==> src/rtl/cart_bus_arbiter.sv <==
// Cartridge bus arbiter: round-robin CPU/DMA sharing with timed SETUP/STROBE/HOLD phases.
// Ack is registered SETUP+STROBE+HOLD cycles after grant; a requester waits by holding req.
module cart_bus_arbiter #(
  parameter int SETUP_CYCLES  = 2,
  parameter int STROBE_CYCLES = 4,
  parameter int HOLD_CYCLES   = 1
) (
  input  logic        clk,
  input  logic        rst,
  input  logic        cpu_req,
  input  logic        cpu_we,
  input  logic [15:0] cpu_addr,
  input  logic [7:0]  cpu_wdata,
  output logic        cpu_ack,
  output logic [7:0]  cpu_rdata,
  input  logic        dma_req,
  input  logic [15:0] dma_addr,
  output logic        dma_ack,
  output logic [7:0]  dma_rdata,
  output logic [15:0] bus_addr,
  output logic [7:0]  bus_wdata,
  output logic        bus_oe,
  input  logic [7:0]  bus_rdata,
  output logic        bus_rd_n,
  output logic        bus_wr_n,
  output logic        bus_cs_n,
  output logic        busy
);
  localparam int MAX_A = (SETUP_CYCLES > STROBE_CYCLES) ? SETUP_CYCLES : STROBE_CYCLES;
  localparam int MAX_C = (MAX_A > HOLD_CYCLES) ? MAX_A : HOLD_CYCLES;
  localparam int CW    = $clog2(MAX_C + 1);
  localparam logic [CW-1:0] SETUP_LD  = CW'(SETUP_CYCLES - 1);
  localparam logic [CW-1:0] STROBE_LD = CW'(STROBE_CYCLES - 1);
  localparam logic [CW-1:0] HOLD_LD   = CW'(HOLD_CYCLES - 1);
  localparam logic [CW-1:0] ONE       = CW'(1);

  typedef enum logic [1:0] {ST_IDLE, ST_SETUP, ST_STROBE, ST_HOLD} state_t;
  typedef enum logic {GNT_CPU, GNT_DMA} grant_t;

  state_t        state_q, state_d;
  logic [CW-1:0] cnt_q, cnt_d;
  grant_t        grant_q, grant_d;
  logic          we_q, we_d;
  logic [15:0]   addr_q, addr_d;
  logic [7:0]    wdata_q, wdata_d;
  logic [7:0]    cap_q, cap_d;
  logic          oe_q, oe_d;
  logic          rd_n_q, rd_n_d;
  logic          wr_n_q, wr_n_d;
  logic          cs_n_q, cs_n_d;
  logic          busy_q, busy_d;
  logic          cpu_ack_q, cpu_ack_d;
  logic          dma_ack_q, dma_ack_d;
  logic [7:0]    cpu_rdata_q, cpu_rdata_d;
  logic [7:0]    dma_rdata_q, dma_rdata_d;
  logic          pick_cpu, active, strobe, last_hold;

  always_comb begin
    state_d = state_q;
    cnt_d   = cnt_q;
    grant_d = grant_q;
    we_d    = we_q;
    addr_d  = addr_q;
    wdata_d = wdata_q;
    cap_d   = cap_q;
    // grant_q doubles as the round-robin history: the other side wins a tie
    pick_cpu = cpu_req && (!dma_req || grant_q == GNT_DMA);
    case (state_q)
      ST_IDLE: begin
        if (cpu_req || dma_req) begin
          state_d = ST_SETUP;
          cnt_d   = SETUP_LD;
          grant_d = pick_cpu ? GNT_CPU : GNT_DMA;
          addr_d  = pick_cpu ? cpu_addr : dma_addr;
          we_d    = pick_cpu && cpu_we;
          if (pick_cpu) wdata_d = cpu_wdata;
        end
      end
      ST_SETUP: begin
        if (cnt_q == '0) begin
          state_d = ST_STROBE;
          cnt_d   = STROBE_LD;
        end else begin
          cnt_d = cnt_q - ONE;
        end
      end
      ST_STROBE: begin
        if (cnt_q == '0) begin
          state_d = ST_HOLD;
          cnt_d   = HOLD_LD;
          cap_d   = bus_rdata;
        end else begin
          cnt_d = cnt_q - ONE;
        end
      end
      ST_HOLD: begin
        if (cnt_q == '0) state_d = ST_IDLE;
        else             cnt_d   = cnt_q - ONE;
      end
      default: state_d = ST_IDLE;
    endcase

    // Outputs are decoded from the next state so the pins are flop-driven
    active    = (state_d != ST_IDLE);
    strobe    = (state_d == ST_STROBE);
    last_hold = (state_d == ST_HOLD) && (cnt_d == '0);
    oe_d      = active && we_d;
    rd_n_d    = !(strobe && !we_d);
    wr_n_d    = !(strobe && we_d);
    cs_n_d    = !(active && addr_d[15:13] == 3'b101);
    busy_d    = active;
    cpu_ack_d = last_hold && (grant_d == GNT_CPU);
    dma_ack_d = last_hold && (grant_d == GNT_DMA);
    // cap_d already holds bus_rdata when HOLD is a single cycle
    cpu_rdata_d = (cpu_ack_d && !we_d) ? cap_d : cpu_rdata_q;
    dma_rdata_d = dma_ack_d ? cap_d : dma_rdata_q;
  end

  always_ff @(posedge clk or posedge rst) begin
    if (rst) begin
      state_q     <= ST_IDLE;
      cnt_q       <= '0;
      grant_q     <= GNT_DMA;
      we_q        <= 1'b0;
      addr_q      <= '0;
      wdata_q     <= '0;
      cap_q       <= '0;
      oe_q        <= 1'b0;
      rd_n_q      <= 1'b1;
      wr_n_q      <= 1'b1;
      cs_n_q      <= 1'b1;
      busy_q      <= 1'b0;
      cpu_ack_q   <= 1'b0;
      dma_ack_q   <= 1'b0;
      cpu_rdata_q <= '0;
      dma_rdata_q <= '0;
    end else begin
      state_q     <= state_d;
      cnt_q       <= cnt_d;
      grant_q     <= grant_d;
      we_q        <= we_d;
      addr_q      <= addr_d;
      wdata_q     <= wdata_d;
      cap_q       <= cap_d;
      oe_q        <= oe_d;
      rd_n_q      <= rd_n_d;
      wr_n_q      <= wr_n_d;
      cs_n_q      <= cs_n_d;
      busy_q      <= busy_d;
      cpu_ack_q   <= cpu_ack_d;
      dma_ack_q   <= dma_ack_d;
      cpu_rdata_q <= cpu_rdata_d;
      dma_rdata_q <= dma_rdata_d;
    end
  end

  assign bus_addr  = addr_q;
  assign bus_wdata = wdata_q;
  assign bus_oe    = oe_q;
  assign bus_rd_n  = rd_n_q;
  assign bus_wr_n  = wr_n_q;
  assign bus_cs_n  = cs_n_q;
  assign busy      = busy_q;
  assign cpu_ack   = cpu_ack_q;
  assign dma_ack   = dma_ack_q;
  assign cpu_rdata = cpu_rdata_q;
  assign dma_rdata = dma_rdata_q;
endmodule

==> config.mk <==
export PLATFORM = sky130hd
export DESIGN_NAME = cart_bus_arbiter
export DESIGN_NICKNAME = d
export VERILOG_FILES = /design/src/rtl/cart_bus_arbiter.sv
export SDC_FILE = /design/constraint.sdc
export NUM_CORES = 1
export LEC_CHECK = 0
export CORE_MARGIN = 10
export CORE_UTILIZATION = 45
export CTS_CLUSTER_DIAMETER = 80
export DETAILED_ROUTE_END_ITERATION = 12
export PLACE_DENSITY = 0.82
export SLEW_MARGIN = 0
export SYNTH_ARGS = -nofsm -noshare
export SYNTH_HDL_FRONTEND = slang
export SYNTH_SLANG_ARGS = --single-unit
==> constraint.sdc <==
create_clock -name clk -period 7.7 [get_ports clk]
set_input_delay 1.54 -clock clk [delete_from_list [all_inputs] [get_ports clk]]
set_output_delay 1.54 -clock clk [all_outputs]
set_load 0.05 [all_outputs]
==> flow_summary.ini <==
[timing]
finalSetupViolations = 0
maxSlewViolCount = 0
fin_hold_ws_ns = 0.490
slew_headroom = 0.277
period_share = 0.480
fmax_ghz = 0.271
hold_violations = 0
skew_ns = 0.00905
rsz0062_at_grt = no
setup_tns_ns = 0
worst_pin_slew_ns = 1.08
layout_min_cycle_time_ns = 3.70

[global_route]
grt_pass1_wl_mm = 11.2
grt_use_total = 0.147
antenna_found_initial = 0
overflow = 0
grt_max_degree = 63
grt_pass1_vias = 2132

[route]
drc = 0
vias = 1994
wl_per_cell_um = 17.6
dr.pass1.iters = 6
routed_wl_mm = 6.94
drtIter0Drc = 64
viasPerCell = 5.07
drtAntennaViolNets = 0

[clocking]
cts_hold_buf = 0
tritoncts = yes
cts_buffers = 9
post_cts_resized = 0
cts.sinks = 62
cts.htree.levels = 3
clkLatencyLatePin_ns = 0.34
path_clk_slew_ns = 0.07
cts_root_buffer = clkbuf_8
clockBufferDepth = 2
cts_setup_buffers = 0

[logic_synthesis]
synth_edf_count = 0
synth_common_cells = dfrtp_1 (58), nand2_1 (24), mux2_2 (22)
synth.avg_cell_area_um2 = 12.7
synth_top_cell_area_share = 0.543
ys_types = 36
ys_seq_elements = 62
synthArstFlopShare = 1.00
syn-num-nets = 267
syn_area_um2 = 2670
synth_top_area_cell = dfrtp_1
synth_flop_cell = dfrtp_1
synthCells = 210
seq_area_frac_synth = 0.583
yosysWarningCount = 0
synth.most_common_cell = dfrtp_1
netlist_top_cells_area = dfrtp_1 (54%), mux2_2 (9.3%), mux2i_1 (5.6%), mux2_4 (4.5%), dfstp_2 (3.9%)

[critical_path]
cp-start-kind = input port
worst_setup_path_end_kind = flop
arrival_ns = 3.91
cp_max_fo = 17
critPathKind = input port to flop
required_ns = 7.92

[placed_design]
routabilityCongestion = 0.803
hpwl_mm = 5.19
dpl_cell_area_um2 = 3730
io_buffers = 99

[cells_and_area]
area_growth_pct = 47.1
drive_gt1_frac = 0.198
final_nets = 370
design_area_um2 = 3930
fillCellCount = 443
diodes = 0

[pwr]
seqPwrFrac = 0.304
comb_power_share = 0.545
sw_frac_of_total = 0.461
p_int_w = 0.00102
power_density_nw_per_um2 = 480
pwr-share-clk = 0.152
ir_worst_vdd_mv = 0.309
switchingPower_w = 0.000869
power.leakage_nw = 1.73

[die]
die_area_um2 = 9420
num_rows = 28
ioPinCount = 100
start_util = 0.457
coreArea_um2 = 5850
fp.dieH_um = 97.0
dieWidth_um = 97.0

[status]
run_status = finished clean

[hold_path]
hold_class = flop to flop

[run]
cap_violations = 0
## layer usage
| metal | up-vias | wire length, µm | GRT usage |
|---|---|---|---|
| li1 | 945 | - | - |
| met1 | 975 | 2800 | 0.167 |
| met2 | 63 | 3460 | 0.238 |
| met3 | 11 | 544 | 0.0612 |
| met4 | 0 | 133 | 0.0602 |
| met5 | - | 0 | 0 |
## layout by cell type (no fill, tap or decap), types with 2 or more instances in the layout
cell | netlist | layout
dfstp_2 | 4 | 4
nor2_1 | 6 | 6
mux2i_1 | 15 | 15
mux2_4 | 8 | 8
nand2_1 | 24 | 24
inv_2 | 1 | 2
nand2b_1 | 3 | 3
clkdlybuf4s50_1 | 0 | 99
clkinv_2 | 0 | 3
o21ai_0 | 18 | 18
mux2_1 | 2 | 2
ha_1 | 4 | 4
dfrtp_1 | 58 | 58
o22ai_1 | 3 | 3
nor3_1 | 2 | 2
inv_1 | 3 | 2
a21oi_1 | 7 | 7
nand3_1 | 4 | 4
clkbuf_8 | 0 | 10
mux2_2 | 22 | 22
o21ai_2 | 2 | 2
## flip-flops by register name, summed over array words and instances (netlist names), 2 cells and up
name and count:
bus_addr 16, dma_rdata 8, state_q 2, cap_q 8, cpu_rdata 8, bus_wdata 8, cnt_q 3
## metrics by stage
step | instances | power [W] | setup slack (ns) | utilization
final | 393 | 0.00189 | 4.00 | 0.672
after global routing | 393 | 0.00199 | 3.82 | 0.672
after CTS | 393 | 0.00190 | 3.97 | 0.672
after detailed placement | 377 | 0.00161 | 3.63 | 0.638
after global placement | 377 | 0.00158 | 3.69 | 0.638
after floorplan | 210 | 0.00127 | 4.57 | -
## cell families (layout without fill, tap and decap cells)
logic type | after synthesis | in the layout | synth area share
flops | 62 | 62 | 0.583
simple gates | 50 | 50 | 0.0993
mux | 47 | 47 | 0.202
compound gates | 34 | 34 | 0.0759
buf+inv | 12 | 120 | 0.0178
fa+ha+maj | 4 | 4 | 0.0187
xor+xnor | 1 | 1 | 0.00328
## worst max-delay path: stages
cell and delay (ns):
clkdlybuf4s50_1 0.59, nand2b_1 0.13, nand2_2 0.40, o2bb2ai_2 0.16, nor4_4 0.73, mux2_4 0.35
## final timing paths
kind                         startpoint      endpoint  slack [ns]  cells past startpoint
min                        bus_addr[11]  bus_addr[11]        0.49                      2
min in group asynchronous           rst  bus_addr[12]        1.73                      3
max                             dma_req  cpu_rdata[1]        4.00                      6
max reg2reg                    cnt_q[0]  cpu_rdata[1]        4.93                      9
min reg2reg                bus_addr[11]  bus_addr[11]        0.49                      2
max in group asynchronous           rst      cap_q[2]        5.45                      3
## area by class of cell
| class | instances | area (µm²) | area share |
|---|---|---|---|
| multi-input combinational | 136 | 1070 | 0.272 |
| clock inverter | 6 | 61.3 | 0.0156 |
| sequential | 62 | 1560 | 0.396 |
| timing repair buffer | 100 | 998 | 0.254 |
| tap | 75 | 93.8 | 0.0239 |
| clock buffer | 10 | 138 | 0.0350 |
| inverter | 4 | 15.0 | 0.00382 |
## power by group through the flow
stage	Sequential [W]	Combinational, W	Clock, W
CTS	0.000573	0.00104	0.000290
detailed placement	0.000576	0.00103	0
global placement	0.000572	0.00101	0
finish	0.000573	0.00103	0.000286
floorplan	0.000934	0.000337	0
global route	0.000593	0.00109	0.000304
(Power assumes the default switching activity.)
